<file path="config.mk">
export PLATFORM = sky130hd
export DESIGN_NAME = pipe_stage_skid_reg_flat
export DESIGN_NICKNAME = d
export VERILOG_FILES = /design/src/rtl/pipe_stage_skid_reg_if.sv /design/src/rtl/pipe_stage_skid_reg.sv /design/src/flat_wrapper.sv
export SDC_FILE = /design/constraint.sdc
export NUM_CORES = 1
export LEC_CHECK = 0
export BUFFER_PORTS_ARGS = -buffer_cell sky130_fd_sc_hd__buf_4
export CAP_MARGIN = 20
export CORE_ASPECT_RATIO = 1.75
export CORE_MARGIN = 10
export CORE_UTILIZATION = 25
export CTS_CLUSTER_DIAMETER = 60
export DETAILED_ROUTE_END_ITERATION = 8
export SETUP_SLACK_MARGIN = 0.5
export SLEW_MARGIN = 20
export SYNTH_ARGS = -nofsm -noshare
export SYNTH_HDL_FRONTEND = slang
export SYNTH_SLANG_ARGS = --single-unit
export TNS_END_PERCENT = 1
</file>
<file path="constraint.sdc">
create_clock -name clk -period 3.8 [get_ports clk]
set_clock_uncertainty 0.15 [all_clocks]
set_input_delay 0.19 -clock clk [delete_from_list [all_inputs] [get_ports clk]]
set_output_delay 0.19 -clock clk [all_outputs]
set_load 0.005 [all_outputs]
</file>
<file path="src/rtl/pipe_stage_skid_reg_if.sv">
// Stage-boundary bundle: upstream beat (in_*) and downstream beat (out_*) of one pipeline stage.
// Handshake: a beat moves when valid & ready are both high at a rising clk edge; ready never depends combinationally on valid.
interface pipe_stage_skid_reg_if #(
  parameter int CTRL_W = 2,
  parameter int DATA_W = 64,
  parameter int ADDR_W = 5
);
  logic              in_valid;
  logic              in_ready;
  logic [CTRL_W-1:0] in_ctrl;
  logic [DATA_W-1:0] in_data;
  logic [ADDR_W-1:0] in_addr;
  logic              out_valid;
  logic              out_ready;
  logic [CTRL_W-1:0] out_ctrl;
  logic [DATA_W-1:0] out_data;
  logic [ADDR_W-1:0] out_addr;

  modport master (
    output in_valid, in_ctrl, in_data, in_addr, out_ready,
    input  in_ready, out_valid, out_ctrl, out_data, out_addr
  );

  modport slave (
    input  in_valid, in_ctrl, in_data, in_addr, out_ready,
    output in_ready, out_valid, out_ctrl, out_data, out_addr
  );
endinterface

</file>
<file path="src/rtl/pipe_stage_skid_reg.sv">
// Pipeline-stage register with a two-entry skid buffer, flush/squash, bubble-zeroed control
// and saturating stall/kill counters.
module pipe_stage_skid_reg #(
  parameter int CTRL_W = 2,
  parameter int DATA_W = 64,
  parameter int ADDR_W = 5,
  parameter int CNT_W  = 16
) (
  input  logic                 clk,
  input  logic                 rstn,
  input  logic                 flush,
  pipe_stage_skid_reg_if.slave bus,
  output logic [CNT_W-1:0]     stall_cnt,
  output logic [CNT_W-1:0]     kill_cnt,
  output logic [1:0]           state_o
);

  typedef enum logic [1:0] {
    ST_EMPTY = 2'd0,
    ST_FULL  = 2'd1,
    ST_SKID  = 2'd2
  } state_e;

  state_e            state_q;
  logic              in_ready_q;
  logic [CTRL_W-1:0] main_ctrl_q, skid_ctrl_q;
  logic [DATA_W-1:0] main_data_q, skid_data_q;
  logic [ADDR_W-1:0] main_addr_q, skid_addr_q;
  logic [CNT_W-1:0]  stall_cnt_q, stall_cnt_d;
  logic [CNT_W-1:0]  kill_cnt_q, kill_cnt_d;

  logic              main_valid, skid_valid, accept, drain, stall;
  logic [1:0]        kill_inc;
  logic [CNT_W:0]    stall_sum, kill_sum;

  always_comb begin
    main_valid  = (state_q != ST_EMPTY);
    skid_valid  = (state_q == ST_SKID);
    accept      = bus.in_valid & in_ready_q;
    drain       = main_valid & bus.out_ready;
    stall       = main_valid & ~bus.out_ready;
    // Beats lost to a flush: undelivered main, held skid, and the same-cycle input beat.
    kill_inc    = 2'(main_valid & ~drain) + 2'(skid_valid) + 2'(accept);
    stall_sum   = {1'b0, stall_cnt_q} + (CNT_W+1)'(stall);
    kill_sum    = {1'b0, kill_cnt_q} + (CNT_W+1)'(kill_inc);
    stall_cnt_d = stall_sum[CNT_W] ? {CNT_W{1'b1}} : stall_sum[CNT_W-1:0];
    kill_cnt_d  = kill_cnt_q;
    if (flush) begin
      kill_cnt_d = kill_sum[CNT_W] ? {CNT_W{1'b1}} : kill_sum[CNT_W-1:0];
    end
  end

  always_ff @(posedge clk) begin
    if (!rstn) begin
      state_q     <= ST_EMPTY;
      in_ready_q  <= 1'b0;
      main_ctrl_q <= '0;
      main_data_q <= '0;
      main_addr_q <= '0;
      skid_ctrl_q <= '0;
      skid_data_q <= '0;
      skid_addr_q <= '0;
      stall_cnt_q <= '0;
      kill_cnt_q  <= '0;
    end else begin
      stall_cnt_q <= stall_cnt_d;
      kill_cnt_q  <= kill_cnt_d;
      in_ready_q  <= 1'b1;
      if (flush) begin
        state_q     <= ST_EMPTY;
        main_ctrl_q <= '0;
        skid_ctrl_q <= '0;
      end else begin
        case (state_q)
          ST_EMPTY: begin
            if (accept) begin
              main_ctrl_q <= bus.in_ctrl;
              main_data_q <= bus.in_data;
              main_addr_q <= bus.in_addr;
              state_q     <= ST_FULL;
            end
          end
          ST_FULL: begin
            if (accept && drain) begin
              main_ctrl_q <= bus.in_ctrl;
              main_data_q <= bus.in_data;
              main_addr_q <= bus.in_addr;
            end else if (accept) begin
              skid_ctrl_q <= bus.in_ctrl;
              skid_data_q <= bus.in_data;
              skid_addr_q <= bus.in_addr;
              state_q     <= ST_SKID;
              in_ready_q  <= 1'b0;
            end else if (drain) begin
              state_q <= ST_EMPTY;
            end
          end
          ST_SKID: begin
            if (drain) begin
              main_ctrl_q <= skid_ctrl_q;
              main_data_q <= skid_data_q;
              main_addr_q <= skid_addr_q;
              state_q     <= ST_FULL;
            end else begin
              in_ready_q <= 1'b0;
            end
          end
          default: state_q <= ST_EMPTY;
        endcase
      end
    end
  end

  // Bubble: an invalid stage never presents asserted control bits.
  assign bus.in_ready  = in_ready_q;
  assign bus.out_valid = main_valid;
  assign bus.out_ctrl  = main_ctrl_q & {CTRL_W{main_valid}};
  assign bus.out_data  = main_data_q;
  assign bus.out_addr  = main_addr_q;
  assign stall_cnt     = stall_cnt_q;
  assign kill_cnt      = kill_cnt_q;
  assign state_o       = state_q;

endmodule
</file>
<file path="src/flat_wrapper.sv">
// flat-port wrapper written by rule: the top's interface ports become plain ports
module pipe_stage_skid_reg_flat 
#(
  parameter int CTRL_W = 2,
  parameter int DATA_W = 64,
  parameter int ADDR_W = 5,
  parameter int CNT_W  = 16
)
  (clk, rstn, flush, stall_cnt, kill_cnt, state_o, bus_in_valid, bus_in_ctrl, bus_in_data, bus_in_addr, bus_out_ready, bus_in_ready, bus_out_valid, bus_out_ctrl, bus_out_data, bus_out_addr);
  pipe_stage_skid_reg_if #(.CTRL_W(CTRL_W), .DATA_W(DATA_W), .ADDR_W(ADDR_W)) bus_i ();
  input  logic clk;
  input  logic rstn;
  input  logic flush;
  output logic [CNT_W-1:0] stall_cnt;
  output logic [CNT_W-1:0] kill_cnt;
  output logic [1:0] state_o;
  input wire logic [$bits(bus_i.in_valid)-1:0] bus_in_valid;
  input wire logic [$bits(bus_i.in_ctrl)-1:0] bus_in_ctrl;
  input wire logic [$bits(bus_i.in_data)-1:0] bus_in_data;
  input wire logic [$bits(bus_i.in_addr)-1:0] bus_in_addr;
  input wire logic [$bits(bus_i.out_ready)-1:0] bus_out_ready;
  output wire logic [$bits(bus_i.in_ready)-1:0] bus_in_ready;
  output wire logic [$bits(bus_i.out_valid)-1:0] bus_out_valid;
  output wire logic [$bits(bus_i.out_ctrl)-1:0] bus_out_ctrl;
  output wire logic [$bits(bus_i.out_data)-1:0] bus_out_data;
  output wire logic [$bits(bus_i.out_addr)-1:0] bus_out_addr;
  assign bus_i.in_valid = bus_in_valid;
  assign bus_i.in_ctrl = bus_in_ctrl;
  assign bus_i.in_data = bus_in_data;
  assign bus_i.in_addr = bus_in_addr;
  assign bus_i.out_ready = bus_out_ready;
  assign bus_in_ready = bus_i.in_ready;
  assign bus_out_valid = bus_i.out_valid;
  assign bus_out_ctrl = bus_i.out_ctrl;
  assign bus_out_data = bus_i.out_data;
  assign bus_out_addr = bus_i.out_addr;
  pipe_stage_skid_reg #(.CTRL_W(CTRL_W), .DATA_W(DATA_W), .ADDR_W(ADDR_W), .CNT_W(CNT_W)) u_core (.clk(clk), .rstn(rstn), .flush(flush), .bus(bus_i), .stall_cnt(stall_cnt), .kill_cnt(kill_cnt), .state_o(state_o));
endmodule
</file>
-- Word level (Yosys, flattened, before mapping)
Index checks and enable logic that the tools add are counted.
Widths: inputs -> output; s select.
- add/sub/neg operators: 4
- eq/ne operators: 7
- mux-type cells: 25
- bitwise operators: 10
- reductions and logical operators: 10
- operators by type and width (kind ; number):
    $mux 64 ; 3
    $pmux 64 s3 ; 1
    $mux 16 ; 2
    $add 16x1->17 ; 1
    $add 16x2->17 ; 1
    $mux 2 ; 8
    $mux 5 ; 3
    $pmux 5 s3 ; 1
    $pmux 2 s3 ; 2
    $reduce_and 4->1 ; 3
    $reduce_and 5->1 ; 1
    $add 2x1->2 ; 2
    $mux 1 ; 4
    $ne 2x1->1 const B ; 2
    $ne 2x2->1 const B ; 2
    $not 1->1 ; 4
    $and 1x1->1 ; 3
    $ne 3x1->1 const B ; 1
    $reduce_and 3->1 ; 1
    $reduce_bool 3->1 ; 1
    $and 1x2->2 ; 1
    $and 2x2->2 ; 1
    $eq 2x1->1 const B ; 1
    $eq 2x2->1 const B ; 1
    other kinds (6) ; 6
- register bits after elaboration: 177
- bits of input ports: 76
- output and inout bits: 107
- logic and storage cells: 66

-- Depth between registers and ports, before layout
- depth in word-level cells: 8
- depth in mapped cells: 12
- depth with buffers taken out: 11

-- Worst setup path before layout
No wires, ideal clock.
- path type: reg-to-reg
- start: register u_core.state_q[0], in the netlist u_core.state_o[0]
- end: register u_core.kill_cnt_q[11], in the netlist u_core.kill_cnt[11]
- setup time: 0.072 ns
- arrival: 2.877 ns
- required time: 3.578 ns
- setup slack: 0.701 ns
- cell stages (with the launch flop): 13
- path buffers: 1
- clock period less this slack: 3.099 ns
- path through: dfxtp_1 inv_1 ha_1 or2_2 fa_1 inv_1 ha_1 fa_1 nand4_1 nor4_2 nand2_2 buf_6 a21oi_1
- longest elaborated chain between the ends: 8
- ends and longest elaborated chain (what ; RTL line ; RTL):
    start: declaration ; pipe_stage_skid_reg.sv:24 ; state_e state_q;
    start signal: assignment ; pipe_stage_skid_reg.sv:55 ; state_q <= ST_EMPTY;
    start signal: assignment ; pipe_stage_skid_reg.sv:70 ; state_q <= ST_EMPTY;
    start signal: assignment ; pipe_stage_skid_reg.sv:80 ; state_q <= ST_FULL;
    $reduce_bool 2->1 ; pipe_stage_skid_reg.sv:37 ; main_valid = (state_q != ST_EMPTY);
    $and 1x1->1 ; pipe_stage_skid_reg.sv:40 ; drain = main_valid & bus.out_ready;
    $not 1->2 ; pipe_stage_skid_reg.sv:43 ; kill_inc = 2'(main_valid & ~drain) + 2'(skid_valid) + 2'(accept);
    $and 1x2->2 ; pipe_stage_skid_reg.sv:43 ;
    $add 2x1->2 * (2 in series) ; pipe_stage_skid_reg.sv:43 ;
    $add 16x2->17 * ; pipe_stage_skid_reg.sv:45 ; kill_sum = {1'b0, kill_cnt_q} + (CNT_W+1)'(kill_inc);
    $mux 16 * ; pipe_stage_skid_reg.sv:49 ; kill_cnt_d = kill_sum[CNT_W] ? {CNT_W{1'b1}} : kill_sum[CNT_W-1:0];
    end signal: assignment ; pipe_stage_skid_reg.sv:67 ; kill_cnt_q <= kill_cnt_d;
    end: declaration ; pipe_stage_skid_reg.sv:30 ; logic [CNT_W-1:0] kill_cnt_q, kill_cnt_d;
Every way passes the cells marked *; elsewhere a longest branch is shown, timed or not.
A chain may end at the register's enable or synchronous reset.

-- Final worst setup path
Ends and elaborated chain as after synthesis.

==> qor.log <==
qor: floorplanning.die_area 38100 um^2
qor: route.final_antenna_net_count 0
qor: sta.slew-limit-headroom 36.9%
qor: synthesis.synth_flop_cell sky130_fd_sc_hd__dfxtp_1
qor: route.avgRoutedWirePerCell 17.0 um
qor: clocking.clock_latency 0.44 ns
qor: sta.report.final.setup_viol 0
qor: synthesis.yosysWarningCount 0
qor: sta.setup_total_negative_slack 0 ns
qor: final_layout.layout.nets 1150
qor: clocking.max-clock-path-buffers 2
qor: synthesis.synth-edff-count 0
qor: synthesis.mapped_nets 930
qor: sta.hold_violations 0
qor: final_layout.areaGrowthSynthToFinish 40.0%
qor: global_routing.grt-ovfl-total 0
qor: floorplanning.initial_utilization 25.3%
qor: critical_path.ff2ff_path_depth 12
qor: sta.period_minus_slack 3.06 ns
qor: power_and_ir_drop.leakage 3.82 nW
qor: floorplanning.die_w 152 um
qor: global_routing.number_of_antenna_violations_at_the_first_check_in_global_routing 2
qor: synthesis.synth.cell_area 7600 um^2
qor: floorplanning.io_pins 183
qor: clocking.clk_pin_slew_worst_paths 0.07 ns
qor: floorplanning.core-area 30100 um^2
qor: route.drtPass1Iterations 5
qor: worst_hold_path.whs_endpoint u_core.state_o[1]
qor: critical_path.worstReg2RegStart u_core.state_o[0]
qor: clocking.clock_sinks 177
qor: global_routing.number_of_global_route_vias_before_repair 6897
qor: synthesis.postSynthRegisterBits 177
qor: global_routing.grt_first_pass_wirelength 38900 um
qor: critical_path.worst-endpoint-required 4.02 ns
qor: critical_path.rr_endpoint u_core.kill_cnt[11]
qor: sta.clock.fmax 0.326 GHz
qor: clocking.clk_root_buffer_cell sky130_fd_sc_hd__clkbuf_16
qor: synthesis.async_flop_share 0%
qor: status.status finished clean
qor: floorplanning.die_h 251 um
qor: sta.finalHoldWorstSlack 0.0654 ns
qor: critical_path.crit_type flip-flop to flip-flop
qor: place.post-dp-hpwl 15700 um
qor: critical_path.timing.critical_path.to_type flip-flop
qor: worst_hold_path.hold_path.startpoint bus_in_valid
qor: route.remaining_drc_errors 0
qor: final_layout.layout_common_cells sky130_fd_sc_hd__buf_4 (189), sky130_fd_sc_hd__dfxtp_1 (175), sky130_fd_sc_hd__a21oi_1 (163), sky130_fd_sc_hd__nand2_1 (151), sky130_fd_sc_hd__dlygate4sd3_1 (74)
qor: floorplanning.rows 84
qor: critical_path.regToRegSetupSlack 0.74 ns
qor: power_and_ir_drop.power.density 399 nW/um^2
qor: synthesis.post_synth_num_cell_types 51
qor: place.placement.io_buffers 182
qor: sta.fin_crit_sh 80.6%
qor: route.num_vias 7018
qor: synthesis.postSynthAreaPerCell 9.01 um^2
qor: flow_run.cap_viol_max_count 0
qor: sta.report.final.slew_viol_count 0
qor: critical_path.critical_path.max_fanout 8
qor: global_routing.maximum_number_of_pins_on_one_net_before_global_route_repair 110
qor: clocking.cts-htree-levels 4
qor: final_layout.final_layout_size_suffix_gt1_share 24.5%
qor: worst_hold_path.holdPathStages 5
qor: power_and_ir_drop.vdd_ir_drop_max 331 uV
qor: global_routing.global_route.usage.total 12.6%
qor: route.routed_via_density 4.79
qor: synthesis.cell_count_after_synthesis 844
qor: synthesis.synth_seq_area_share 46.6%
qor: sta.worst_slew_pin_slew 0.947 ns
qor: final_layout.most_common_library_cell_in_the_layout_ignoring_fill_and_taps sky130_fd_sc_hd__buf_4
qor: route.drtIter0Drc 299
qor: critical_path.startpoint_type_of_the_worst_setup_path flip-flop
qor: sta.grt_setup_unrepaired false
qor: clocking.cts_buffers 17
qor: route.route.final.wire_length 24900 um
qor: clocking.tritoncts built
qor: final_layout.filler_cell_count 3110
qor: critical_path.worst_ep_arrival_time 3.28 ns
qor: worst_hold_path.worst_hold_path_type input pin to flip-flop
qor: place.globalplace.congestion 0.785
report_power, final:
| part | switching [W] | total (W) | internal [W] |
|---|---|---|---|
| Clock | 0.000801 | 0.00173 | 0.000926 |
| Combinational | 0.000271 | 0.000547 | 0.000276 |
| Sequential | 0.0000450 | 0.00197 | 0.00193 |
critical path, cell delays in order (launching register included):
cell                      delay, ns
sky130_fd_sc_hd__dfxtp_2       0.38
sky130_fd_sc_hd__inv_2         0.08
sky130_fd_sc_hd__ha_4          0.18
sky130_fd_sc_hd__or2_2         0.30
sky130_fd_sc_hd__fa_1          0.46
sky130_fd_sc_hd__inv_1         0.07
sky130_fd_sc_hd__ha_2          0.18
sky130_fd_sc_hd__fa_2          0.19
sky130_fd_sc_hd__nand4_1       0.19
sky130_fd_sc_hd__nor4_4        0.39
sky130_fd_sc_hd__nand2_2       0.10
sky130_fd_sc_hd__buf_4         0.18
sky130_fd_sc_hd__a21oi_1       0.12
cell usage after synthesis, types with 2 or more instances:
cell type	count	area, um^2
sky130_fd_sc_hd__dfxtp_1	177	3540
sky130_fd_sc_hd__a21oi_1	163	816
sky130_fd_sc_hd__nand2_1	151	567
sky130_fd_sc_hd__mux2i_1	71	711
sky130_fd_sc_hd__a211oi_1	61	458
sky130_fd_sc_hd__clkbuf_1	31	116
sky130_fd_sc_hd__buf_2	30	150
sky130_fd_sc_hd__xnor2_1	13	114
sky130_fd_sc_hd__inv_1	12	45.0
sky130_fd_sc_hd__nand3_1	12	60.1
sky130_fd_sc_hd__a211oi_2	11	138
sky130_fd_sc_hd__nor2_1	11	41.3
sky130_fd_sc_hd__nor3_1	9	45.0
sky130_fd_sc_hd__ha_1	8	100
sky130_fd_sc_hd__nand4_1	8	50.1
sky130_fd_sc_hd__a21oi_2	5	43.8
sky130_fd_sc_hd__buf_6	5	56.3
sky130_fd_sc_hd__nor2b_1	5	31.3
sky130_fd_sc_hd__xor2_1	5	43.8
sky130_fd_sc_hd__nor4_1	4	25.0
sky130_fd_sc_hd__o21a_1	4	30.0
sky130_fd_sc_hd__a31oi_1	3	18.8
sky130_fd_sc_hd__nand2b_1	3	18.8
sky130_fd_sc_hd__nor4_2	3	37.5
sky130_fd_sc_hd__o21ai_0	3	15.0
sky130_fd_sc_hd__a2111oi_0	2	17.5
sky130_fd_sc_hd__and3_1	2	12.5
sky130_fd_sc_hd__and4_1	2	17.5
sky130_fd_sc_hd__and4b_1	2	20.0
sky130_fd_sc_hd__fa_1	2	40.0
sky130_fd_sc_hd__nand3b_1	2	15.0
sky130_fd_sc_hd__nor3b_1	2	15.0
sky130_fd_sc_hd__nor4b_1	2	17.5
sky130_fd_sc_hd__o211a_1	2	20.0
sky130_fd_sc_hd__or3_1	2	12.5
per-layer routing:
layer	part of all wire (%)	track usage [%]	vias up
li1	-	-	3448
met1	39	13.2	3319
met2	53	22.3	200
met3	4.0	2.88	51
met4	4.4	8.03	0
met5	0	0	-
cell type report:
| type | instances | area [um^2] | share of cell area (%) |
|---|---|---|---|
| clock inverters | 14 | 130 | 1.22 |
| inverters | 12 | 50.0 | 0.470 |
| multi-input cells | 588 | 3740 | 35.1 |
| diodes | 2 | 5.00 | 0.0470 |
| flip-flops and latches | 177 | 3550 | 33.3 |
| repair buffers | 268 | 2250 | 21.1 |
| clock buffers | 18 | 439 | 4.12 |
| well taps | 387 | 484 | 4.55 |
per-stage QoR:
step | area, um^2 | cells | util [%] | setup WS (ns) | power, W
2_1_floorplan | 7600 | 844 | - | 0.701 | 0.00224
3_3_place_gp | 9280 | 1355 | 30.9 | 0.553 | 0.00250
6_report | 10600 | 1466 | 35.4 | 0.736 | 0.00425
4_1_cts | 10600 | 1463 | 35.3 | 0.505 | 0.00432
5_1_grt | 10600 | 1466 | 35.4 | 0.498 | 0.00444
3_5_place_dp | 9280 | 1355 | 30.9 | 0.440 | 0.00250
registers in the layout, indices dropped and copies added (netlist names):
signal,flops
u_core.bus.out_data,64
u_core.skid_data_q,64
u_core.kill_cnt,16
u_core.stall_cnt,16
u_core.bus.out_addr,5
u_core.skid_addr_q,5
u_core.main_ctrl_q,2
u_core.skid_ctrl_q,2
u_core.state_o,2
u_core.bus.in_ready,1
how the worst max path moves through the flow:
| stage | from | end | slack (ns) |
|---|---|---|---|
| after global placement | u_core.state_o[0] | u_core.kill_cnt[11] | 0.55 |
| after CTS | u_core.state_o[0] | u_core.kill_cnt[9] | 0.50 |
| after detailed placement | u_core.state_o[0] | u_core.kill_cnt[9] | 0.44 |
| after global routing | u_core.state_o[0] | u_core.kill_cnt[9] | 0.50 |
| after floorplan | u_core.state_o[0] | u_core.kill_cnt[11] | 0.70 |
| final | u_core.state_o[0] | u_core.kill_cnt[11] | 0.74 |
logic make-up (layout without fill, tap and decap cells):
kind of cell             Yosys count  after routing  synth area share (%)
AND/OR/NAND/NOR                  226            226                  13.7
multiplexers                      71             71                  9.35
XOR/XNOR                          18             18                  2.07
flip-flops                       177            177                  46.6
other                              0              2                     0
adder cells (fa/ha/maj)           10             10                  1.84
buffers and inverters             79            312                  4.94
AO/OA/AOI/OAI                    263            263                  21.5
repair_timing:
action | 4_1_cts | 5_1_grt
endpoints found under the hold margin | 149 | 0
pin swaps | 1 | 2
buffers inserted | 2 | 1
endpoints found under the setup margin | 12 | 26
resized for setup | 0 | 11
hold buffers | 74 | 0
(Power assumes the default switching activity.)
